$ cat config.mk
export PLATFORM = sky130hd
export DESIGN_NAME = riscv_fetch_unit
export DESIGN_NICKNAME = d
export VERILOG_FILES = /design/src/rtl/riscv_pkg.sv /design/src/rtl/sync_fifo_clr.sv /design/src/rtl/riscv_fetch_unit.sv
export SDC_FILE = /design/constraint.sdc
export NUM_CORES = 1
export LEC_CHECK = 0
export BUFFER_PORTS_ARGS = -buffer_cell sky130_fd_sc_hd__buf_2
export CAP_MARGIN = 20
export CELL_PAD_IN_SITES_DETAIL_PLACEMENT = 1
export CELL_PAD_IN_SITES_GLOBAL_PLACEMENT = 1
export CORE_MARGIN = 2
export CORE_UTILIZATION = 51
export DETAILED_ROUTE_END_ITERATION = 7
export GPL_TIMING_DRIVEN = 0
export PLACE_DENSITY = 0.82
export SETUP_SLACK_MARGIN = 0.15
export SLEW_MARGIN = 15
export SYNTH_ARGS = -nofsm -noshare
export SYNTH_HDL_FRONTEND = slang
export SYNTH_SLANG_ARGS = --single-unit
export TNS_END_PERCENT = 30
$ cat constraint.sdc
create_clock -name clk -period 17.5 [get_ports clk]
set_clock_uncertainty 0.15 [all_clocks]
set_input_delay 1.75 -clock clk [delete_from_list [all_inputs] [get_ports clk]]
set_output_delay 1.75 -clock clk [all_outputs]
set_load 0.005 [all_outputs]
$ cat src/rtl/riscv_pkg.sv
// Shared types and constants for the RISC-V fetch front end.
package riscv_pkg;

   localparam logic [31:0] NOP_INSTR = 32'h0000_0013;

   typedef struct packed {
      logic [31:0] pc;
      logic [31:0] instr;
   } fetch_entry_t;

   // Width of a counter that must hold 0..depth inclusive.
   function automatic int unsigned cnt_width(input int unsigned depth);
      return $clog2(depth + 1);
   endfunction

endpackage

$ cat src/rtl/sync_fifo_clr.sv
// Synchronous FIFO with synchronous clear and occupancy count.
// DEPTH must be a power of two so the pointers wrap naturally.
module sync_fifo_clr #(
   parameter int unsigned WIDTH = 32,
   parameter int unsigned DEPTH = 4
) (
   input  logic                         clk,
   input  logic                         rst,
   input  logic                         clr_i,
   input  logic                         push_i,
   input  logic [WIDTH-1:0]             data_i,
   input  logic                         pop_i,
   output logic [WIDTH-1:0]             data_o,
   output logic [$clog2(DEPTH+1)-1:0]   count_o
);
   localparam int unsigned PtrW = $clog2(DEPTH);
   localparam int unsigned CntW = $clog2(DEPTH + 1);

   logic [WIDTH-1:0] mem_q [DEPTH];
   logic [WIDTH-1:0] mem_d [DEPTH];
   logic [PtrW-1:0]  wr_ptr_q, wr_ptr_d, rd_ptr_q, rd_ptr_d;
   logic [CntW-1:0]  count_q, count_d;
   logic             full, empty, do_push, do_pop;

   assign full    = (count_q == CntW'(DEPTH));
   assign empty   = (count_q == '0);
   assign do_push = push_i && !full;
   assign do_pop  = pop_i && !empty;
   assign data_o  = mem_q[rd_ptr_q];
   assign count_o = count_q;

   always_comb begin
      mem_d    = mem_q;
      wr_ptr_d = wr_ptr_q;
      rd_ptr_d = rd_ptr_q;
      count_d  = count_q;
      if (clr_i) begin
         wr_ptr_d = '0;
         rd_ptr_d = '0;
         count_d  = '0;
      end else begin
         if (do_push) begin
            mem_d[wr_ptr_q] = data_i;
            wr_ptr_d        = wr_ptr_q + PtrW'(1);
         end
         if (do_pop) begin
            rd_ptr_d = rd_ptr_q + PtrW'(1);
         end
         count_d = count_q + CntW'(do_push) - CntW'(do_pop);
      end
   end

   always_ff @(posedge clk or posedge rst) begin
      if (rst) begin
         for (int i = 0; i < int'(DEPTH); i++) begin
            mem_q[i] <= '0;
         end
         wr_ptr_q <= '0;
         rd_ptr_q <= '0;
         count_q  <= '0;
      end else begin
         mem_q    <= mem_d;
         wr_ptr_q <= wr_ptr_d;
         rd_ptr_q <= rd_ptr_d;
         count_q  <= count_d;
      end
   end

   // Callers size their credit so a push never meets a full FIFO.
   assert property (@(posedge clk) disable iff (rst) !(push_i && !clr_i && full));

endmodule

$ cat src/rtl/riscv_fetch_unit.sv
// Decoupled instruction fetch: valid/ready imem port, in-order fetch queue to decode,
// branch redirect with in-flight kill, and halt.
module riscv_fetch_unit
   import riscv_pkg::*;
#(
   parameter int unsigned     XLEN     = 32,
   parameter int unsigned     DEPTH    = 4,
   parameter logic [XLEN-1:0] RESET_PC = '0
) (
   input  logic            clk,
   input  logic            rst,
   output logic            imem_req_valid,
   input  logic            imem_req_ready,
   output logic [XLEN-1:0] imem_req_addr,
   input  logic            imem_rsp_valid,
   input  logic [XLEN-1:0] imem_rsp_data,
   output logic            fd_valid,
   input  logic            fd_ready,
   output logic [XLEN-1:0] fd_instr,
   output logic [XLEN-1:0] fd_pc,
   input  logic            redirect_valid,
   input  logic [XLEN-1:0] redirect_pc,
   input  logic            halt_req
);
   localparam int unsigned CntW = cnt_width(DEPTH);

   logic [XLEN-1:0] pc_q, pc_d;
   logic [CntW-1:0] outstanding_q, outstanding_d;
   logic [CntW-1:0] drop_cnt_q, drop_cnt_d;
   logic [CntW-1:0] q_count, pif_count;
   logic [CntW:0]   credit_used;
   logic            accept, live_rsp, q_pop, q_empty;
   logic [XLEN-1:0] pif_pc;
   fetch_entry_t    q_wdata, q_rdata;
   logic            unused_redirect_lsbs;

   assign unused_redirect_lsbs = ^redirect_pc[1:0];

   // Queue slots are reserved at issue time, so outstanding + queued bounds occupancy.
   assign credit_used    = {1'b0, outstanding_q} + {1'b0, q_count};
   assign imem_req_valid = !rst && !redirect_valid && !halt_req &&
                           (credit_used < (CntW + 1)'(DEPTH));
   assign imem_req_addr  = pc_q;
   assign accept         = imem_req_valid && imem_req_ready;

   // Responses owed to pre-redirect requests are discarded until drop_cnt drains.
   assign live_rsp = imem_rsp_valid && (drop_cnt_q == '0) && !redirect_valid;

   assign q_empty  = (q_count == '0);
   assign fd_valid = !q_empty;
   assign fd_pc    = q_empty ? '0 : q_rdata.pc;
   assign fd_instr = q_empty ? NOP_INSTR : q_rdata.instr;
   assign q_pop    = fd_valid && fd_ready && !redirect_valid;

   assign q_wdata.pc    = pif_pc;
   assign q_wdata.instr = imem_rsp_data;

   always_comb begin
      pc_d          = pc_q;
      outstanding_d = outstanding_q + CntW'(accept) - CntW'(imem_rsp_valid);
      drop_cnt_d    = drop_cnt_q;
      if (redirect_valid) begin
         pc_d       = {redirect_pc[XLEN-1:2], 2'b00};
         drop_cnt_d = outstanding_q - CntW'(imem_rsp_valid);
      end else begin
         if (accept) begin
            pc_d = pc_q + XLEN'(4);
         end
         if (imem_rsp_valid && (drop_cnt_q != '0)) begin
            drop_cnt_d = drop_cnt_q - CntW'(1);
         end
      end
   end

   always_ff @(posedge clk or posedge rst) begin
      if (rst) begin
         pc_q          <= RESET_PC;
         outstanding_q <= '0;
         drop_cnt_q    <= '0;
      end else begin
         pc_q          <= pc_d;
         outstanding_q <= outstanding_d;
         drop_cnt_q    <= drop_cnt_d;
      end
   end

   sync_fifo_clr #(
      .WIDTH ($bits(fetch_entry_t)),
      .DEPTH (DEPTH)
   ) u_fetch_q (
      .clk     (clk),
      .rst     (rst),
      .clr_i   (redirect_valid),
      .push_i  (live_rsp),
      .data_i  (q_wdata),
      .pop_i   (q_pop),
      .data_o  (q_rdata),
      .count_o (q_count)
   );

   // PCs of live in-flight requests, oldest first; tags each returning instruction.
   sync_fifo_clr #(
      .WIDTH (XLEN),
      .DEPTH (DEPTH)
   ) u_pc_inflight (
      .clk     (clk),
      .rst     (rst),
      .clr_i   (redirect_valid),
      .push_i  (accept),
      .data_i  (pc_q),
      .pop_i   (live_rsp),
      .data_o  (pif_pc),
      .count_o (pif_count)
   );

   assert property (@(posedge clk) disable iff (rst)
      {1'b0, outstanding_q} == {1'b0, drop_cnt_q} + {1'b0, pif_count});

endmodule
==> qor.csv <==
metric,value,unit
status,finished clean,
htree_levels,2,
grt_pass1_vias,13600,
ys_async_sr_fraction,100,%
netlist.area_leader.share,52.8,%
synthesis.area,0.0198,mm²
avgSynthCellArea,15.2,µm²
synth-adder-area-share,1.63,%
ys_seq_area_share,52.8,%
critPathSlowestCell,clkbuf_1,
cp.required,15.60,ns
report.final.slew_viol_count,0,
period_share,27.9,%
grt_pass1_wl,83500,µm
postPlaceCellArea,0.0214,mm²
synth_top_area_cell,dfrtp_1,
clk_pin_slew,0.06,ns
slowest_delay,0.59,ns
synth.top_cells.by_area,"dfrtp_1 (53%), mux2_2 (14%), mux4_2 (10%)",
cts_resized,0,
antenna_left,0,
grt_max_degree,106,
firstDrtPassIters,5,
diodes,0,
place_congestion,0.800,
dp_hpwl,33900,µm
die_w,201,µm
ys_ff_latch,418,
hp-class,flip-flop to flip-flop,
cts_buffer_depth,3,
root_buffer,clkbuf_16,
syn_inst,1305,
dp.cells,1991,
synth_xor_area_share,0.751,%
rsz0062_at_grt,no,
start_util,51.5,%
endpoint_kind,output pin,
core,0.0385,mm²
clock_sinks,418,
fin_nets,1615,
cts_tree,yes,
vias,12100,
whs_path_depth,1,
hold_ws,0.351,ns
drive_gt1_share,50.3,%
wire_per_inst,25.7,µm
power_density,129,mW/mm²
path_max_fanout,10,
routed_via_density,5.85,
rr_worst_depth,12,
max_cap_viol_count,0,
rows,72,
max_freq,205,MHz
reg2reg_slack,13.67,ns
io_buffers,161,
rr_endpoint,outstanding_q[2],
fin_area,0.0228,mm²
antenna_found_initial,0,
p_leak,11.4,nW
relSlewSlack,37.9,%
min_from,u_fetch_q.mem_q[104],
synth_top_family_by_area,multiplexers,
die-area,0.0405,mm²
synth-compound-area-share,1.86,%
synth_top_flop_cell,dfrtp_1,
arrival,2.98,ns
min_to,u_fetch_q.mem_q[104],
layout.cells.non_filler,2066,
synthSimpleGateAreaFrac,5.79,%
timing.final.hold_violations,0,
cp_common_cell,buf_2,
worstSetupPathType,flip-flop to output pin,
worst_slack,12.62,ns
period_needed,4.88,ns
synth_edf_count,0,
grtUsageTotal,27.0,%
finalSetupViolCount,0,
area_delta_synth_final,15.2,%
io_pins,169,
synth_mux_area_share,34.1,%
place_ws,12.65,ns
drt_iter0_drc,607,
numCtsBuffers,45,
worstReg2RegStart,outstanding_q[2],
remaining_drc_errors,0,
cts_setup_buffers,0,
ir_drop,0.0000776,V
ys_types,53,
worst_pin_slew,0.931,ns
worstPathCellList,clkbuf_1 > buf_2 > mux4_2 > and2_1 > buf_2,
fin_util,59.3,%
hold_buffers,0,
fp.dieH,201,µm
p_total,2.94,mW
routed_wl,53200,µm
start_kind,flip-flop,
clock_latency,0.59,ns
fin_setup_tns,0,ns
yosysWarnings,0,
overflow,0,
-- worst max-delay path, delay by kind of cell, from the launching register on --
family	cells	cell delay (ns)
AND/OR/NAND/NOR	1	0.21
flip-flops	1	0.32
buffers and inverters	3	1.31
multiplexers	1	0.57
-- registers in the layout (all words and copies together) (netlist names) --
name / flops
drop_cnt_q: 3
imem_req_addr: 30
outstanding_q: 3
u_fetch_q.count_o: 3
u_fetch_q.mem_q: 248
u_fetch_q.rd_ptr_q: 2
u_fetch_q.wr_ptr_q: 2
u_pc_inflight.count_o: 3
u_pc_inflight.mem_q: 120
u_pc_inflight.rd_ptr_q: 2
u_pc_inflight.wr_ptr_q: 2
-- synth_stat cells, types with 3 or more instances --
| master | instances |
|---|---|
| xnor2_1 | 9 |
| nand2_4 | 3 |
| nor3_1 | 4 |
| nand4_1 | 8 |
| xor2_1 | 8 |
| mux2i_1 | 8 |
| inv_1 | 21 |
| a221o_1 | 3 |
| and3_1 | 6 |
| or2_2 | 3 |
| mux2_2 | 249 |
| dfrtp_1 | 418 |
| o211ai_1 | 10 |
| or4_1 | 5 |
| buf_6 | 12 |
| mux4_2 | 92 |
| and2_1 | 61 |
| nand3_1 | 21 |
| and4_1 | 4 |
| mux2_4 | 120 |
| o311ai_0 | 8 |
| nor2_1 | 21 |
| nand2_1 | 50 |
| ha_1 | 21 |
| a21oi_1 | 6 |
| nand2_2 | 5 |
| fa_1 | 3 |
| buf_4 | 8 |
| buf_2 | 41 |
| o21ai_0 | 15 |
| clkbuf_1 | 28 |
| buf_1 | 4 |
-- metal layers --
layer | share of wire (%) | global-route usage (%) | vias up
li1 | - | - | 5180
met1 | 42 | 36.1 | 6499
met2 | 50 | 45.4 | 321
met3 | 4.6 | 4.34 | 88
met4 | 2.9 | 8.94 | 0
met5 | 0 | 0 | -
-- where the power goes --
| part | switching [mW] | internal, mW | leakage [nW] |
|---|---|---|---|
| Clock | 0.398 | 0.541 | 0.711 |
| Sequential | 0.117 | 1.14 | 5.65 |
| Combinational | 0.340 | 0.406 | 5.05 |
-- cells in the final DEF, fill, tap and decap left out, drive strengths merged, types with 4 or more instances in the layout --
master	Yosys	routed
dfrtp	418	418
mux2	369	369
buf	65	230
mux4	92	92
clkbuf	30	87
and2	61	61
nand2	58	58
inv	22	23
nor2	21	21
nand3	21	21
ha	21	21
o21ai	15	15
clkinv	0	13
o211ai	10	10
xnor2	9	9
mux2i	8	8
xor2	8	8
nand4	8	8
o311ai	8	8
and3	6	6
a21oi	6	6
nor3	6	6
or4	5	5
and4	4	4
conb	1	4
nor4	4	4
-- area by class of cell --
type | count | area (µm²)
Timing Repair Buffer | 165 | 916
Multi-Input combinational cell | 773 | 8760
Clock inverter | 18 | 149
Inverter | 22 | 90.1
Buffer | 95 | 531
Fill cell | 3668 | 15600
Clock buffer | 57 | 1270
Tap cell | 518 | 648
Sequential cell | 418 | 10500
-- cell families (layout without fill, tap and decap cells) --
group	Yosys count	count (layout)
mux	469	469
flops	418	418
simple gates	206	206
buf+inv	117	357
compound gates	53	53
fa+ha+maj	24	24
xor+xnor	17	17
other cells	1	4
-- worst max-delay path by stage --
stage / from / endpoint / slack, ns
after floorplan: rst / drop_cnt_q[0] / 3.97
after global placement: rst / u_fetch_q.mem_q[111] / -0.35
after detailed placement: redirect_valid / outstanding_q[2] / 12.65
after CTS: u_fetch_q.rd_ptr_q[0] / fd_pc[19] / 12.55
after global routing: u_fetch_q.rd_ptr_q[0] / fd_pc[19] / 12.44
final: u_fetch_q.rd_ptr_q[0] / fd_pc[19] / 12.62
Power figures use the tool's default switching activity.
